<file path="src/rtl/universal_shift_register.sv">
// Universal shift register: hold, logical/arithmetic shifts, rotates, load and clear,
// with a saturating shift counter that flags when a full word has been shifted out.
module universal_shift_register #(
    parameter int BW_DATA = 8,
    parameter int BW_CNT  = $clog2(BW_DATA + 1)
) (
    input  logic               i_Clk,
    input  logic               i_Rstn,
    input  logic               i_En,
    input  logic [2:0]         i_Mode,
    input  logic [BW_DATA-1:0] i_D,
    input  logic               i_SinR,
    input  logic               i_SinL,
    output logic [BW_DATA-1:0] o_Qout,
    output logic               o_SoutL,
    output logic               o_SoutR,
    output logic [BW_CNT-1:0]  o_Cnt,
    output logic               o_Done
);

    localparam logic [2:0] MODE_HOLD = 3'b000;
    localparam logic [2:0] MODE_SHL  = 3'b001;
    localparam logic [2:0] MODE_SHR  = 3'b010;
    localparam logic [2:0] MODE_ROL  = 3'b011;
    localparam logic [2:0] MODE_ROR  = 3'b100;
    localparam logic [2:0] MODE_LOAD = 3'b101;
    localparam logic [2:0] MODE_ASR  = 3'b110;
    localparam logic [2:0] MODE_CLR  = 3'b111;

    localparam logic [BW_CNT-1:0] CNT_MAX = BW_CNT'(BW_DATA);

    function automatic logic [BW_CNT-1:0] sat_inc(input logic [BW_CNT-1:0] cnt);
        if (cnt >= CNT_MAX)
            return CNT_MAX;
        else
            return cnt + BW_CNT'(1);
    endfunction

    logic        [BW_DATA-1:0] q_p0;
    logic        [BW_CNT-1:0]  cnt_p0;
    logic        [BW_DATA-1:0] q_nxt;
    logic        [BW_CNT-1:0]  cnt_nxt;
    logic signed [BW_DATA-1:0] q_signed;
    logic signed [BW_DATA-1:0] q_asr;

    assign q_signed = q_p0;
    assign q_asr    = q_signed >>> 1;

    always_comb begin
        q_nxt   = q_p0;
        cnt_nxt = cnt_p0;
        unique case (i_Mode)
            MODE_HOLD: ;
            MODE_SHL: begin
                q_nxt   = {q_p0[BW_DATA-2:0], i_SinR};
                cnt_nxt = sat_inc(cnt_p0);
            end
            MODE_SHR: begin
                q_nxt   = {i_SinL, q_p0[BW_DATA-1:1]};
                cnt_nxt = sat_inc(cnt_p0);
            end
            MODE_ROL: begin
                q_nxt   = {q_p0[BW_DATA-2:0], q_p0[BW_DATA-1]};
                cnt_nxt = sat_inc(cnt_p0);
            end
            MODE_ROR: begin
                q_nxt   = {q_p0[0], q_p0[BW_DATA-1:1]};
                cnt_nxt = sat_inc(cnt_p0);
            end
            MODE_LOAD: begin
                q_nxt   = i_D;
                cnt_nxt = '0;
            end
            MODE_ASR: begin
                q_nxt   = q_asr;
                cnt_nxt = sat_inc(cnt_p0);
            end
            MODE_CLR: begin
                q_nxt   = '0;
                cnt_nxt = '0;
            end
            default: ;
        endcase
    end

    // Register stage: reset dominates enable and mode
    always_ff @(posedge i_Clk) begin
        if (!i_Rstn) begin
            q_p0   <= '0;
            cnt_p0 <= '0;
        end else if (i_En) begin
            q_p0   <= q_nxt;
            cnt_p0 <= cnt_nxt;
        end
    end

    assign o_Qout  = q_p0;
    assign o_SoutL = q_p0[BW_DATA-1];
    assign o_SoutR = q_p0[0];
    assign o_Cnt   = cnt_p0;
    assign o_Done  = (cnt_p0 == CNT_MAX);

endmodule

</file>
<file path="config.mk">
export PLATFORM = sky130hd
export DESIGN_NAME = universal_shift_register
export DESIGN_NICKNAME = d
export VERILOG_FILES = /design/src/rtl/universal_shift_register.sv
export SDC_FILE = /design/constraint.sdc
export NUM_CORES = 1
export LEC_CHECK = 0
export CAP_MARGIN = 30
export CORE_MARGIN = 10
export CORE_UTILIZATION = 42
export CTS_CLUSTER_SIZE = 8
export DETAILED_ROUTE_END_ITERATION = 6
export GPL_TIMING_DRIVEN = 0
export PLACE_DENSITY = 0.78
export REMOVE_ABC_BUFFERS = 1
export SETUP_SLACK_MARGIN = 0.05
export SYNTH_ARGS = -nofsm -noshare
export SYNTH_HDL_FRONTEND = slang
export SYNTH_SLANG_ARGS = --single-unit
export TNS_END_PERCENT = 50
</file>
<file path="constraint.sdc">
create_clock -name i_Clk -period 1.5 [get_ports i_Clk]
set_input_delay 0.45 -clock i_Clk [delete_from_list [all_inputs] [get_ports i_Clk]]
set_output_delay 0.45 -clock i_Clk [all_outputs]
set_load 0.03 [all_outputs]
</file>
==> results of run 1 <==
## metrics by stage
step | power, mW | hold slack [ns] | util (%)
2_1_floorplan | 0.487 | 0.551 | -
3_3_place_gp | 0.610 | 0.497 | 60.6
3_5_place_dp | 0.614 | 0.509 | 60.6
4_1_cts | 0.869 | 0.507 | 62.7
5_1_grt | 0.915 | 0.523 | 62.9
6_report | 0.868 | 0.499 | 62.9
## layout make-up
| type | count | area, um^2 | area share, % |
|---|---|---|---|
| Multi-Input combinational cell | 69 | 497 | 45.3 |
| Tap cell | 25 | 31.3 | 2.85 |
| Timing Repair Buffer | 34 | 265 | 24.2 |
| Inverter | 4 | 20.0 | 1.82 |
| Sequential cell | 12 | 248 | 22.6 |
| Clock buffer | 4 | 36.3 | 3.31 |
## worst min-delay path, cell delays in order, from the launching register on
cell,delay [ns]
dfxtp_4,0.36
nand2_1,0.05
a21boi_1,0.05
## repair_timing
item,4_1_cts,5_1_grt
endpoints found under the setup margin,27,21
gates resized for setup,66,23
pin swaps,2,3
cloned,1,0
hold buffers,0,0
setup buffers,1,3
## Yosys cell counts, types with 3 or more instances
cell type / count / area (um^2)
a21oi_1: 13 / 65.1
a31oi_1: 3 / 18.8
a32oi_1: 6 / 52.6
buf_4: 4 / 30.0
dfxtp_1: 12 / 240
inv_1: 3 / 11.3
nand2_1: 4 / 15.0
nand3_1: 3 / 15.0
nor2_1: 5 / 18.8
o21ai_0: 8 / 40.0
## layer usage
metal	part of all wire, %	global-route usage (%)	wire length (um)
met5	0	0	0
met3	7.7	6.01	175
met4	0.84	1.64	19
met2	48	17.0	1080
met1	44	13.0	987
## kinds of logic (layout without fill, tap and decap cells)
family          count (synthesis)  count (layout)  share of synthesized area [%]
compound gates                 44              45                           39.3
fa+ha+maj                       2               2                           3.18
buf+inv                        12              42                           9.70
flops                          12              12                           30.5
simple gates                   22              22                           17.3
## flip-flops by register name, summed over array words and instances (netlist names)
| signal | count |
|---|---|
| o_Cnt | 4 |
| o_Qout | 8 |
## where the power goes
part           total, mW  leakage (nW)  switching [mW]  internal (mW)
clock network      0.268        0.0210           0.120          0.148
logic              0.242         0.332           0.139          0.103
registers          0.358         0.100          0.0209          0.337
total              0.868         0.453           0.280          0.587
## worst paths after layout
check | startpoint | to | cells after the start
setup / recovery | o_Cnt[2]$_SDFFE_PN0P_ | o_Cnt[2] | 1
hold / removal | o_Cnt[1]$_SDFFE_PN0P_ | o_Cnt[1]$_SDFFE_PN0P_ | 2
setup reg to reg | o_Cnt[0]$_SDFFE_PN0P_ | o_Cnt[2]$_SDFFE_PN0P_ | 5
hold reg to reg | o_Cnt[1]$_SDFFE_PN0P_ | o_Cnt[1]$_SDFFE_PN0P_ | 2
==> summary.md, run 1 <==
| Metric | Value |
|---|---|
| Worst-Margin Slew | `between 0.3 and 0.4 ns` |
| Power density cells | `a little under 800 nW/um^2` |
| IO buf count | `30` |
| Filler-free cell count of the finished design | `roughly 150` |
| Register bit total from synthesis | `12` |
| Critical Path AT | `1.11 ns` |
| Worst Path Buf+Inv | `1` |
| Residual DRC | `0` |
| Slowest cell on crit path | `dlygate4sd2_1` |
| Fmax | `642 MHz` |
| Gr ovfl total | `0` |
| Crit Path Max Fanout | `5` |
| Worst Hold Class | `reg -> reg` |
| Yosys cell types | `35` |
| Initial Utilization | `around 45%` |
| Routability cong. | `0.785` |
| Row count | `15` |
| Final net count | `about 140` |
| Crit Path Class | `reg -> out` |
| Crit path largest cell delay | `0.43 ns` |
| Skew final | `roughly 0.00068 ns` |
| Area growth from synthesis to layout | `39.4%` |
| Tcrit/Tclk final | `104%` |
| Post-Place Cell Area | `1060 um^2` |
| RSZ-0062 raised after global routing | `true` |
| Area of the core | `between 1500 and 2000 um^2` |
| Fin area | `around 1100 um^2` |
| R2R Setup Slk | `about 0.24 ns` |
| Drt wl/cell | `between 15 and 20 um` |
| Drt first pass iters | `4` |
| Detailed Place HPWL | `1590 um` |
| Setup crit start kind | `flop` |
| Later-pin clock latency in the skew report | `around 0.27 ns` |
| First-pass GRT wire length | `~3700 um` |
| CP Capture Type | `primary output` |
| CTS tree | `built` |
| Max Buffers Root-to-Sink | `2` |
| Layout cells sized above 1 | `31.7%` |
| Synth warnings | `0` |
| Vias per cell | `around 5.6` |
| Max-cap violations | `0` |
| Via count | `approximately 840` |
| Total Wirelength | `~2300 um` |
| Initial DRC count | `29` |
| Vias in the first global route | `~800` |
| Fillers | `around 160` |
| Tmin final | `about 1.6 ns` |
| Die ar. | `4000 um^2` |
| N_diodes | `0` |
| Syn Inst Count | `a little over 90` |
| Die extent in x | `63.3 um` |
| Leakage power | `around 0.45 nW` |
| Number of flops mapped to enable cells by yosys | `0` |
| Violated checks | `setup timing` |
| Post-Place Worst Slack | `-0.683 ns` |
| Ys flop type | `dfxtp_1` |
| DRT antenna net count | `0` |
| Overall Global Routing Usage | `roughly 11%` |
| Final slew viol count | `0` |
| TritonCTS buffer count | `3` |
| Sequential-to-total area share from yosys stat | `between 30% and 40%` |
| H-tree levels | `1` |
| Netlist Area Pre-Place | `787 um^2` |
| Pin count of the biggest net entering global routing | `18` |
| TNS Setup | `-0.116 ns` |
| Most common cell after layout, fill and taps aside | `a21oi_1` |
| Slew margin rel. | `approximately three quarters` |
| CTS clk-pin slew, worst paths | `around 0.080 ns` |
| Post-Place Cells | `139` |
| Clock sink count | `12` |
| Final hold vios | `0` |
| CP Cell Sequence | `dlygate4sd2_1` |
| Syn avg cell area | `between 8 and 9 um^2` |
| Die Ht | `63.3 um` |
| CTS root buf | `clkbuf_4` |
| Antenna violations before repair | `0` |
| Asr flop ratio synth | `0%` |
| Outcome | `finished with violations` |
| Worst Path Required | `approximately 1.1 ns` |
| Most frequent cells in the layout | `13 x a21oi_1, 11 x clkdlybuf4s50_1, 11 x buf_2` |
| Max IR drop VDD | `around 0.5 mV` |
| Crit path max-delay family | `buffers and inverters` |
| Final setup viols | `3` |
| IO Pins | `31` |
| Final worst slack | `-0.0575 ns` |
Power figures use the tool's default switching activity.
==> run 2: changes to the inputs <==
--- a/config.mk
+++ b/config.mk
@@ -7,11 +7,12 @@
 export LEC_CHECK = 0
 export CAP_MARGIN = 30
 export CORE_MARGIN = 10
-export CORE_UTILIZATION = 42
+export CORE_UTILIZATION = 44
+export CTS_BUF_LIST = sky130_fd_sc_hd__clkbuf_4
 export CTS_CLUSTER_SIZE = 8
 export DETAILED_ROUTE_END_ITERATION = 6
 export GPL_TIMING_DRIVEN = 0
-export PLACE_DENSITY = 0.78
+export PLACE_DENSITY = 0.81
 export REMOVE_ABC_BUFFERS = 1
 export SETUP_SLACK_MARGIN = 0.05
 export SYNTH_ARGS = -nofsm -noshare
==> run 2 against run 1 <==
The flow still finishes with violations (setup timing). Register-to-register slack worse by 0.04 ns. Sequential share of layout area decreased by 0.12 points. Setup slack lost 0.00065 ns. Design area is 1.5% lower. Final cell count is the same. Via count shrank 0.12%. Clock power decreased by 23%. Global-route usage rose by 0.72 points. Routed wire length grew 4.8%. Flip-flop and latch count unchanged. Largest power group unchanged.
==> summary.md, run 2 (synthesis gave the netlist of run 1 again) <==
| Metric | Value |
|---|---|
| Overall Global Routing Usage | `a little under an eighth` |
| Initial DRC count | `11` |
| Post-Place Worst Slack | `-0.679 ns` |
| Crit Path Class | `reg -> out` |
| Final setup viols | `1` |
| Tcrit/Tclk final | `104%` |
| Hold path start | `o_Cnt[2]$_SDFFE_PN0P_` |
| Max-cap violations | `0` |
| Die ar. | `between 3000 and 4000 um^2` |
| Skew final | `about 0.0042 ns` |
| Row count | `15` |
| DRT antenna net count | `0` |
| Power density cells | `roughly 750 nW/um^2` |
| Die Ht | `62.3 um` |
| R2r worst-path depth | `6` |
| H-tree levels | `1` |
| Critical Path AT | `roughly 1.1 ns` |
| CP Capture Type | `primary output` |
| Antenna violations before repair | `0` |
| Gr ovfl total | `0` |
| Post-Place Cell Area | `~1100 um^2` |
| Residual DRC | `0` |
| Detailed Place HPWL | `about 1600 um` |
| IO Pins | `31` |
| Hold Crit Depth | `2` |
| Worst-Margin Slew | `approximately 0.47 ns` |
| CTS clk-pin slew, worst paths | `~0.08 ns` |
| Leakage power | `around 0.47 nW` |
| Most common cell after layout, fill and taps aside | `a21oi_1` |
| Later-pin clock latency in the skew report | `between 0.2 and 0.3 ns` |
| Violated checks | `setup timing` |
| R2R Setup Slk | `around 0.2 ns` |
| Drt first pass iters | `4` |
| Final net count | `143` |
| Max reg flops | `8` |
| Final hold vios | `0` |
| Outcome | `finished with violations` |
| Initial Utilization | `a little under half` |
| Area of the core | `1710 um^2` |
| Worst Path Required | `1.05 ns` |
| N_diodes | `0` |
| Worst Hold Class | `reg -> reg` |
| Slew margin rel. | `between 60% and 70%` |
| Fillers | `about 140` |
| CTS tree | `built` |
| Post-Place Cells | `roughly 140` |
| Routability cong. | `0.778` |
| CTS root buf | `clkbuf_4` |
| Clock sink count | `12` |
| Setup crit start kind | `flop` |
| Final worst slack | `-0.0581 ns` |
| IO buf count | `30` |
| RR Startpoint | `o_Cnt[0]$_SDFFE_PN0P_` |
| Pwr Total | `between 0.8 and 0.9 mW` |
| Vias in the first global route | `roughly 800` |
| FF/Latch Area | `243 um^2` |
| R2R Path End | `o_Cnt[2]$_SDFFE_PN0P_` |
| Fin area | `1080 um^2` |
| Tmin final | `between 1.5 and 2 ns` |
| Final slew viol count | `0` |
| Area growth from synthesis to layout | `37.4%` |
| Pin count of the biggest net entering global routing | `17` |
| Total Wirelength | `approximately 2400 um` |
| Fmax | `642 MHz` |
| Worst Hold End | `o_Cnt[2]$_SDFFE_PN0P_` |
| Die extent in x | `around 62 um` |
| Crit Path Max Fanout | `3` |
| Area of the multi-input gates | `~500 um^2` |
| Most frequent cells in the layout | `13 x a21oi_1, 12 x buf_2, 11 x clkdlybuf4s50_1` |
| Filler-free cell count of the finished design | `148` |
| TritonCTS buffer count | `3` |
| Via count | `835` |
| Max Buffers Root-to-Sink | `2` |
| Drt wl/cell | `16.0 um` |
| RSZ-0062 raised after global routing | `true` |
| Vias per cell | `5.64` |
| Max IR drop VDD | `between 0.3 and 0.4 mV` |
| Layout cells sized above 1 | `32.5%` |
| Fin util | `63.3%` |
| First-pass GRT wire length | `approximately 3700 um` |
-- run 2: changes by cell type in the layout (fill, tap and decap cells not counted), moves of 2 or more --
cell           change
buf_4              +3
dfxtp_2            +2
dfxtp_4            -2
dlygate4sd2_1      -2
inv_2              +2
inv_4              -2
o31a_1             -2
-- run 2: area by class of cell --
type                            count  area share (%)
Timing Repair Buffer               36            25.5
Clock buffer                        3            2.08
Tap cell                           25            2.89
Inverter                            4            1.39
Multi-Input combinational cell     68            45.7
Sequential cell                    12            22.5
-- run 2: how the worst max path moves through the flow --
stage                     startpoint                    end  slack (ns)  depth (start not counted)
4_1_cts        o_Cnt[1]$_SDFFE_PN0P_                 o_Done       -0.08                          5
3_3_place_gp               i_Mode[2]  o_Cnt[3]$_SDFFE_PN0P_       -0.64                          4
6_report       o_Cnt[1]$_SDFFE_PN0P_                 o_Done       -0.06                          5
2_1_floorplan  o_Cnt[0]$_SDFFE_PN0P_                 o_Done       -0.08                          4
3_5_place_dp               i_Mode[2]  o_Cnt[0]$_SDFFE_PN0P_       -0.68                          4
5_1_grt        o_Cnt[1]$_SDFFE_PN0P_                 o_Done       -0.11                          5
-- run 2: metrics by stage --
stage,hold slack [ns],TNS (ns)
3_3_place_gp,0.495,-7.40
3_5_place_dp,0.507,-8.05
4_1_cts,0.562,-0.153
6_report,0.564,-0.0581
2_1_floorplan,0.551,-0.0832
5_1_grt,0.577,-0.154
-- run 2: per-layer routing --
layer / global-route usage [%] / vias up / share of wire [%]
met5: 0 / - / 0
met4: 6.70 / 0 / 2.7
met3: 5.56 / 7 / 6.4
met2: 18.5 / 25 / 50
met1: 12.3 / 391 / 41
li1: - / 412 / -
-- run 2: timing repair --
item                                   4_1_cts  5_1_grt
pin swaps                                    2        2
setup buffers                                4        2
gates cloned                                 0        0
endpoints found under the hold margin        0        0
gates resized for setup                     70       18
hold buffers                                 0        0
setup endpoints to repair                   27       19
-- run 2: worst max-delay path, stage by stage (launching register included) --
cell     delay [ns]
dfxtp_2        0.33
inv_2          0.06
ha_4           0.12
nand2_2        0.04
nor2_1         0.09
buf_4          0.17
-- run 2: power by group --
part | internal [mW] | switching [mW] | leakage (nW) | total [mW]
registers | 0.339 | 0.0190 | 0.0994 | 0.358
clock network | 0.0933 | 0.113 | 0.0138 | 0.206
logic | 0.109 | 0.142 | 0.354 | 0.251
==> run 3: changes to the inputs <==
--- a/config.mk
+++ b/config.mk
@@ -6,15 +6,17 @@
 export NUM_CORES = 1
 export LEC_CHECK = 0
 export CAP_MARGIN = 30
+export CELL_PAD_IN_SITES_DETAIL_PLACEMENT = 0
+export CELL_PAD_IN_SITES_GLOBAL_PLACEMENT = 1
 export CORE_MARGIN = 10
-export CORE_UTILIZATION = 44
+export CORE_UTILIZATION = 32
 export CTS_BUF_LIST = sky130_fd_sc_hd__clkbuf_4
-export CTS_CLUSTER_SIZE = 8
 export DETAILED_ROUTE_END_ITERATION = 6
 export GPL_TIMING_DRIVEN = 0
-export PLACE_DENSITY = 0.81
+export PLACE_DENSITY_LB_ADDON = 0.1
 export REMOVE_ABC_BUFFERS = 1
 export SETUP_SLACK_MARGIN = 0.05
+export SLEW_MARGIN = 10
 export SYNTH_ARGS = -nofsm -noshare
 export SYNTH_HDL_FRONTEND = slang
 export SYNTH_SLANG_ARGS = --single-unit
==> run 3 against run 2 <==
The run still ends with setup timing left. Die area rose by 25%. Largest cell class unchanged. Sequential share of layout area rose by 0.22 points. Total power fell by 1.0%. Count of clock-buffer cells in the layout did not move. Clock skew fell by 0.0035 ns.
==> summary.md, run 3 (synthesis gave the netlist of run 1 again) <==
| Metric | Value |
|---|---|
| IO Pins | `31` |
| Gr ovfl total | `0` |
| Initial Utilization | `34.6%` |
| Routability cong. | `0.736` |
| Final hold vios | `0` |
| Area growth from synthesis to layout | `36.7%` |
| Most frequent cells in the layout | `13 x a21oi_1, 11 x clkdlybuf4s50_1, 10 x buf_2` |
| Residual DRC | `0` |
| Post-Place Worst Slack | `-0.704 ns` |
| Antenna violations before repair | `0` |
| Clock sink count | `12` |
| Die ar. | `between 4000 and 5000 um^2` |
| Final slew viol count | `0` |
| Sw Ratio | `about a third` |
| Fin area | `approximately 1100 um^2` |
| Layout cells sized above 1 | `a little under a third` |
| Final net count | `140` |
| Die Ht | `between 60 and 70 um` |
| Worst Path Required | `1.05 ns` |
| Post-Place Cells | `~140` |
| Detailed Place HPWL | `between 1500 and 2000 um` |
| Vias in the first global route | `~800` |
| H-tree levels | `1` |
| Overall Global Routing Usage | `between 9 and 10%` |
| CP Capture Type | `primary output` |
| Max Buffers Root-to-Sink | `2` |
| Area of the core | `2280 um^2` |
| Final setup viols | `2` |
| Part of the power in registers | `44.6%` |
| Combinational share of power | `between 20% and 30%` |
| Vias per cell | `about 5.4` |
| Via count | `807` |
| Critical Path AT | `approximately 1.1 ns` |
| Int Power | `approximately 0.54 mW` |
| Worst-Margin Slew | `0.389 ns` |
| Crit Path Class | `reg -> out` |
| CTS tree | `built` |
| Fin util | `between 40 and 50%` |
| Clock Power Share | `between 20 and 30%` |
| Later-pin clock latency in the skew report | `0.27 ns` |
| Setup crit start kind | `flop` |
| RSZ-0062 raised after global routing | `true` |
| IO buf count | `30` |
| Filler-free cell count of the finished design | `149` |
| Fmax | `652 MHz` |
| N_diodes | `0` |
| CTS Hold Buffers Added | `0` |
| Leakage power | `~0.45 nW` |
| CTS clk-pin slew, worst paths | `about 0.080 ns` |
| Final worst slack | `-0.0347 ns` |
| R2r worst-path depth | `5` |
| Tcrit/Tclk final | `102%` |
| First-pass GRT wire length | `~3900 um` |
| Crit Path Max Fanout | `4` |
| Pin count of the biggest net entering global routing | `17` |
| TritonCTS buffer count | `3` |
| Max reg flops | `8` |
| Hold Crit Depth | `2` |
| Post-Place Cell Area | `approximately 1100 um^2` |
| P_sw | `0.269 mW` |
| Hold WS | `just under 0.5 ns` |
| Initial DRC count | `30` |
| Total Wirelength | `between 2000 and 2500 um` |
| Violated checks | `setup timing` |
| Row count | `17` |
| Outcome | `finished with violations` |
| DRT antenna net count | `0` |
| Slew margin rel. | `approximately 74%` |
| Most common cell after layout, fill and taps aside | `a21oi_1` |
| Worst Hold Class | `reg -> reg` |
| CTS root buf | `clkbuf_4` |
| Drt wl/cell | `~15 um` |
| Max-cap violations | `0` |
| Tmin final | `1.53 ns` |
| Max IR drop VDD | `0.573 mV` |
| Power density cells | `between 700 and 800 nW/um^2` |
| Skew final | `~0.00073 ns` |
| Drt first pass iters | `4` |
| Die extent in x | `69.6 um` |
[run 3: changes by cell type in the layout (fill, tap and decap cells not counted), sizes merged]
cell,before,now
buf,19,14
clkdlybuf4s15,2,3
clkinv,0,1
dlygate4sd2,1,2
[run 3: power by group through the flow]
stage	registers (mW)	logic [mW]	clock network, mW
after CTS	0.360	0.247	0.216
final	0.359	0.239	0.208
after global routing	0.365	0.263	0.228
after detailed placement	0.367	0.248	0
after floorplan	0.409	0.0785	0
after global placement	0.368	0.248	0
[run 3: worst paths after layout]
path                                             from  slack (ns)               endpoint
worst max register to register  o_Cnt[0]$_SDFFE_PN0P_        0.31  o_Cnt[2]$_SDFFE_PN0P_
worst min register to register  o_Cnt[0]$_SDFFE_PN0P_        0.48  o_Cnt[0]$_SDFFE_PN0P_
worst min-delay path            o_Cnt[0]$_SDFFE_PN0P_        0.48  o_Cnt[0]$_SDFFE_PN0P_
worst max-delay path            o_Cnt[0]$_SDFFE_PN0P_       -0.03                 o_Done
[run 3: final cells by class]
type | count | area [um^2]
Fill cell | 252 | 1200
Multi-Input combinational cell | 68 | 492
Sequential cell | 12 | 244
Clock buffer | 3 | 22.5
Clock inverter | 1 | 3.75
Tap cell | 28 | 35.0
Inverter | 4 | 15.0
Timing Repair Buffer | 33 | 264
[run 3: worst max-delay path: stages (launching register included)]
cell	delay, ns
dfxtp_2	0.34
inv_2	0.07
ha_4	0.11
nand2_1	0.04
nor2_1	0.09
buf_4	0.16
[run 3: timing repair]
item | 4_1_cts | 5_1_grt
buffers inserted | 2 | 1
resized for setup | 65 | 18
endpoints found under the setup margin | 27 | 24
pin swaps | 2 | 2
[run 3: per-layer routing]
metal	GRT usage [%]	share of wire [%]	vias to the layer above
met3	3.28	7.3	2
li1	-	-	407
met1	10.7	45	375
met2	15.2	47	23
met5	0	0	-
met4	2.66	0.44	0
[run 3: per-stage QoR]
stage / power (mW) / setup TNS [ns]
final: 0.806 / -0.0631
after detailed placement: 0.615 / -8.36
after CTS: 0.822 / -0.168
after floorplan: 0.487 / -0.0832
after global routing: 0.856 / -0.202
after global placement: 0.615 / -8.31
